`config.mk`:
```
export PLATFORM = sky130hd
export DESIGN_NAME = uart_rx_framed
export DESIGN_NICKNAME = d
export VERILOG_FILES = /design/src/rtl/uart_rx_framed.sv
export SDC_FILE = /design/constraint.sdc
export NUM_CORES = 1
export LEC_CHECK = 0
export BUFFER_PORTS_ARGS = -buffer_cell sky130_fd_sc_hd__buf_4
export CORE_MARGIN = 2
export CORE_UTILIZATION = 43
export CTS_CLUSTER_DIAMETER = 200
export DETAILED_ROUTE_END_ITERATION = 8
export GPL_ROUTABILITY_DRIVEN = 1
export GPL_TIMING_DRIVEN = 0
export SKIP_LAST_GASP = 1
export SYNTH_ARGS = -nofsm -noshare
export SYNTH_HDL_FRONTEND = slang
export SYNTH_SLANG_ARGS = --single-unit
```
`constraint.sdc`:
```
create_clock -name clk -period 2.1 [get_ports clk]
set_input_delay 0.21 -clock clk [delete_from_list [all_inputs] [get_ports clk]]
set_output_delay 0.21 -clock clk [all_outputs]
set_load 0.01 [all_outputs]
```
`src/rtl/uart_rx_framed.sv`:
```
// Oversampled UART receiver: start-edge detect, mid-bit sampling, optional parity,
// 1-2 stop bits, with registered data_valid / framing_error / break_detect pulses.
module uart_rx_framed #(
  parameter int DataBits   = 8,
  parameter int Oversample = 16,
  parameter int ParityMode = 0,
  parameter int StopBits   = 1
) (
  input  logic                clk,
  input  logic                rst_n,
  input  logic                sample_trigger,
  input  logic                raw_data,
  output logic [DataBits-1:0] data,
  output logic                data_valid,
  output logic                parity_error,
  output logic                framing_error,
  output logic                break_detect
);

  if (DataBits < 5 || DataBits > 9) begin : g_bad_databits
    $error("uart_rx_framed: DataBits must be 5..9");
  end
  if (Oversample < 4 || Oversample > 64 || (Oversample % 2) != 0) begin : g_bad_oversample
    $error("uart_rx_framed: Oversample must be even and 4..64");
  end
  if (ParityMode < 0 || ParityMode > 2) begin : g_bad_parity
    $error("uart_rx_framed: ParityMode must be 0, 1 or 2");
  end
  if (StopBits < 1 || StopBits > 2) begin : g_bad_stop
    $error("uart_rx_framed: StopBits must be 1 or 2");
  end

  localparam int CW = $clog2(Oversample);

  typedef enum logic [2:0] {IDLE, START, DATA, PARITY, STOP, WAIT_IDLE} state_t;

  state_t              state_q, state_d;
  logic [CW-1:0]       cnt_q, cnt_d;
  logic [3:0]          bit_q, bit_d;
  logic [DataBits-1:0] shift_q, shift_d;
  logic [DataBits-1:0] data_d;
  logic                prev_q, prev_d;
  logic                perr_q, perr_d;
  logic                bad_q, bad_d;
  logic                one_q, one_d;
  logic                dv_d, pe_d, fe_d, bd_d;
  logic                mid;

  // mid: this trigger lands exactly one bit period after the previous mid-bit sample
  assign mid = (cnt_q == CW'(Oversample - 1));

  always_comb begin
    state_d = state_q;
    cnt_d   = cnt_q;
    bit_d   = bit_q;
    shift_d = shift_q;
    prev_d  = prev_q;
    perr_d  = perr_q;
    bad_d   = bad_q;
    one_d   = one_q;
    data_d  = data;
    dv_d    = 1'b0;
    pe_d    = 1'b0;
    fe_d    = 1'b0;
    bd_d    = 1'b0;
    if (sample_trigger) begin
      prev_d = raw_data;
      case (state_q)
        IDLE: begin
          if (prev_q && !raw_data) begin
            state_d = START;
            cnt_d   = '0;
          end
        end
        START: begin
          if (cnt_q == CW'(Oversample / 2 - 1)) begin
            cnt_d = '0;
            if (raw_data) begin
              state_d = IDLE;
            end else begin
              state_d = DATA;
              bit_d   = '0;
              perr_d  = 1'b0;
              bad_d   = 1'b0;
              one_d   = 1'b0;
            end
          end else begin
            cnt_d = cnt_q + CW'(1);
          end
        end
        DATA: begin
          if (mid) begin
            cnt_d   = '0;
            shift_d = {raw_data, shift_q[DataBits-1:1]};
            one_d   = one_q | raw_data;
            if (bit_q == 4'(DataBits - 1)) begin
              bit_d   = '0;
              state_d = (ParityMode == 0) ? STOP : PARITY;
            end else begin
              bit_d = bit_q + 4'd1;
            end
          end else begin
            cnt_d = cnt_q + CW'(1);
          end
        end
        PARITY: begin
          if (mid) begin
            cnt_d   = '0;
            one_d   = one_q | raw_data;
            // odd mode flips the expected XOR from 0 to 1
            perr_d  = (^shift_q) ^ raw_data ^ (ParityMode == 2);
            state_d = STOP;
          end else begin
            cnt_d = cnt_q + CW'(1);
          end
        end
        STOP: begin
          if (mid) begin
            cnt_d = '0;
            one_d = one_q | raw_data;
            if (bit_q == 4'(StopBits - 1)) begin
              bit_d = '0;
              if (!bad_q && raw_data) begin
                data_d  = shift_q;
                dv_d    = 1'b1;
                pe_d    = perr_q;
                state_d = IDLE;
              end else if (one_q || raw_data) begin
                fe_d    = 1'b1;
                state_d = IDLE;
              end else begin
                bd_d    = 1'b1;
                state_d = WAIT_IDLE;
              end
            end else begin
              bad_d = bad_q | ~raw_data;
              bit_d = bit_q + 4'd1;
            end
          end else begin
            cnt_d = cnt_q + CW'(1);
          end
        end
        WAIT_IDLE: begin
          if (raw_data) state_d = IDLE;
        end
        default: state_d = IDLE;
      endcase
    end
  end

  // prev_q resets to 0 so a line held low through reset is not taken as a start bit
  always_ff @(posedge clk or negedge rst_n) begin
    if (!rst_n) begin
      state_q       <= IDLE;
      cnt_q         <= '0;
      bit_q         <= '0;
      shift_q       <= '0;
      prev_q        <= 1'b0;
      perr_q        <= 1'b0;
      bad_q         <= 1'b0;
      one_q         <= 1'b0;
      data          <= '0;
      data_valid    <= 1'b0;
      parity_error  <= 1'b0;
      framing_error <= 1'b0;
      break_detect  <= 1'b0;
    end else begin
      state_q       <= state_d;
      cnt_q         <= cnt_d;
      bit_q         <= bit_d;
      shift_q       <= shift_d;
      prev_q        <= prev_d;
      perr_q        <= perr_d;
      bad_q         <= bad_d;
      one_q         <= one_d;
      data          <= data_d;
      data_valid    <= dv_d;
      parity_error  <= pe_d;
      framing_error <= fe_d;
      break_detect  <= bd_d;
    end
  end

endmodule

```
==> impl_metrics.yaml <==
outcome:
  status: "completed"
clock_network:
  tritoncts: "yes"
  cts_buffers: 5
  clock_latency_ns: 0.28
  htreeDepth: 2
  clk_path_buf_depth: 2
  cts_sinks: 35
  cts_root_buf: "clkbuf_8"
  path_clk_slew_ns: 0.07
drt:
  post_drt_wl_per_cell_um: 14.3
  vias_per_cell: 5.34
  drc_errors: 0
  drtAntennaViolNets: 0
  dr.pass1.iters: 4
  first_iter_violations: 58
  dr_total_vias: 1276
  wirelength_mm: 3.42
sta:
  setup_viol: 0
  layout_worst_path_cycle_share_pct: 97.5
  max_slew_margin_pct: 70.6
  fin_hold_ws_ns: 0.230
  worstMarginPinSlew_ns: 0.442
  hold_viol: 0
  fmax_mhz: 488
  slew_viol_final: 0
  setup_ws_ns: 0.0516
  min_period_ns: 2.05
  fin_tns_setup_ns: 0
  rsz0062_at_grt: "true"
  fin_skew_ns: 0.00408
grt:
  grt_pass1_vias: 1222
  overflow: 0
  grt.busiest_layer: "met2"
  met3_usage_pct: 4.55
  grt_max_degree: 36
  antenna_found_initial: 0
  use_met2_pct: 25.2
  grtUsageMet1_pct: 21.0
  grt.total_usage_pct: 16.1
  grt_pass1_wl_mm: 5.51
power_and_ir_drop:
  finalPower_uw: 1750
  switching_share_pct: 33.5
  intPower_uw: 1160
  combPwrFrac_pct: 29.9
  switchingPower_uw: 587
  ir_drop_v: 0.000414
  pwr-share-clk_pct: 26.8
  p_per_area_nw_per_um2: 824
  sequentialPowerShare_pct: 43.3
  leakage_uw: 0.00102
final_layout:
  syn_to_final_growth_pct: 18.0
  n_antenna_cell: 0
  seqCellArea_um2: 876
  fin_util_pct: 53.1
  layout-drive-gt1-share_pct: 30.7
  nNetsFinal: 195
  num-fill-cells: 365
  multi_input_area_um2: 876
synth:
  synth_commonest_cells: "35 x dfrtp_1, 11 x nand2_1, 9 x mux2_2, 9 x o21ai_0"
  synth_cells: 161
  ys.flop_type: "dfrtp_1"
  synth_fp_nets: 168
  synth.most_common_cell: "dfrtp_1"
  synth_edf_count: 0
  avgSynthCellArea_um2: 11.2
  async_reset_ff_share_pct: 100
  ys_types: 45
  synth_top_area_share_pct: 48.7
  syn_area_um2: 1800
  netlist_top_cells_area: "dfrtp_1 49%, mux2_4 6.7%, mux2_2 5.6%, xnor2_1 3.9%, o21ai_0 2.5%"
  yosysSeqAreaShare_pct: 48.7
  ys_seq_elements: 35
  ys.warnings.count: 0
  yosysTopAreaCell: "dfrtp_1"
worst_setup_path:
  arrival_ns: 2.22
  critPathKind: "reg -> reg"
  cp-end-kind: "flip-flop"
  cp-start-kind: "flip-flop"
  cp_max_fo: 9
  cp.required_ns: 2.27
floorplanning:
  die_h_um: 68.7
  die_x_um: 68.7
  initial_core_util_pct: 45.0
  dieArea_um2: 4720
  io_pins: 16
  coreArea_um2: 4000
  rows: 23
placed_design:
  post-place-ws_ns: -0.0551
  place.gp.congestion: 0.845
  io_buffer_count: 15
  dp_hpwl_mm: 2.40
worst_hold_path:
  hold_path.class: "in -> reg"
run:
  max_cap_violations: 0
[area by class of cell]
cell class	instances	share of cell area [%]
Multi-Input combinational cell	112	41.2
Tap cell	50	2.95
Clock buffer	6	3.42
Clock inverter	2	0.589
Sequential cell	35	41.2
Inverter	6	1.06
Timing Repair Buffer	20	7.19
Buffer	8	2.30
[final timing paths]
kind | depth (start not counted) | to | startpoint | slack (ns)
worst min register to register | 1 | parity_error | perr_q | 0.49
worst min-delay path | 2 | prev_q | sample_trigger | 0.23
max in group asynchronous | 2 | bad_q | rst_n | 1.37
min in group asynchronous | 2 | cnt_q[2] | rst_n | 0.41
worst max-delay path | 7 | data[7] | cnt_q[1] | 0.05
worst max register to register | 7 | data[7] | cnt_q[1] | 0.05
[timing repair]
action                                  CTS  global route
endpoints found under the setup margin   10            19
pin swaps                                 0             4
gates resized for setup                   3             4
hold buffers                              1             0
setup buffers                             1             3
hold endpoints to repair                 35             0
[power groups by stage]
stage	sequential (uW)	combinational, uW	clock (uW)
floorplan	757	358	0
global placement	765	440	0
detailed placement	767	457	0
CTS	756	483	488
global route	765	580	507
finish	757	523	469
[per-stage QoR]
step	area, um^2	std cells
finish	2120	239
CTS	2100	236
global route	2120	239
detailed placement	1970	226
floorplan	1800	161
global placement	1970	226
[logic make-up after synthesis]
kind of cell / Yosys count / synth area share (%)
buffers and inverters: 14 / 3.89
muxes: 19 / 13.4
adders and majority gates: 3 / 2.09
and+or+nand+nor: 50 / 15.4
AOI/OAI and AO/OA: 31 / 12.2
xor gates and xnor gates: 9 / 4.38
DFF: 35 / 48.7
[cell usage in the layout (no fill, tap or decap), types with 2 or more instances in the layout]
cell,synthesis,layout
o2111ai_1,2,2
inv_1,6,6
nor3_1,4,4
nor3b_1,3,3
o211ai_1,2,2
nor2_1,8,7
clkbuf_1,3,3
nand2_1,11,11
nor2b_1,3,3
nand4_1,3,3
o21ai_0,9,8
nand3b_1,2,2
buf_2,2,2
a21oi_1,4,4
ha_1,3,2
mux2_4,8,8
buf_4,2,21
nand2b_1,2,2
nand3_1,5,5
a211oi_1,2,2
mux2i_1,2,2
clkbuf_8,0,5
mux2_2,9,9
dfrtp_1,35,35
a21o_1,2,2
o21ai_1,2,3
xnor2_1,8,8
[critical path: stages, from the launching register on]
cell     delay, ns
dfrtp_1       0.40
ha_4          0.18
and4_1        0.17
buf_4         0.15
nand4_1       0.13
or3b_1        0.38
buf_4         0.20
mux2_4        0.31
[metal layers]
| metal | up-vias | part of all wire, % |
|---|---|---|
| li1 | 627 | - |
| met1 | 622 | 47 |
| met5 | - | 0 |
| met3 | 7 | 3.2 |
| met4 | 0 | 1.7 |
| met2 | 20 | 48 |
[registers in the layout (all words and copies together) (netlist names)]
| name | flops |
|---|---|
| framing_error | 1 |
| data | 8 |
| parity_error | 1 |
| bad_q | 1 |
| break_detect | 1 |
| perr_q | 1 |
| bit_q | 4 |
| prev_q | 1 |
| one_q | 1 |
| cnt_q | 4 |
| data_valid | 1 |
| shift_q | 8 |
| state_q | 3 |
(Power assumes the default switching activity.)
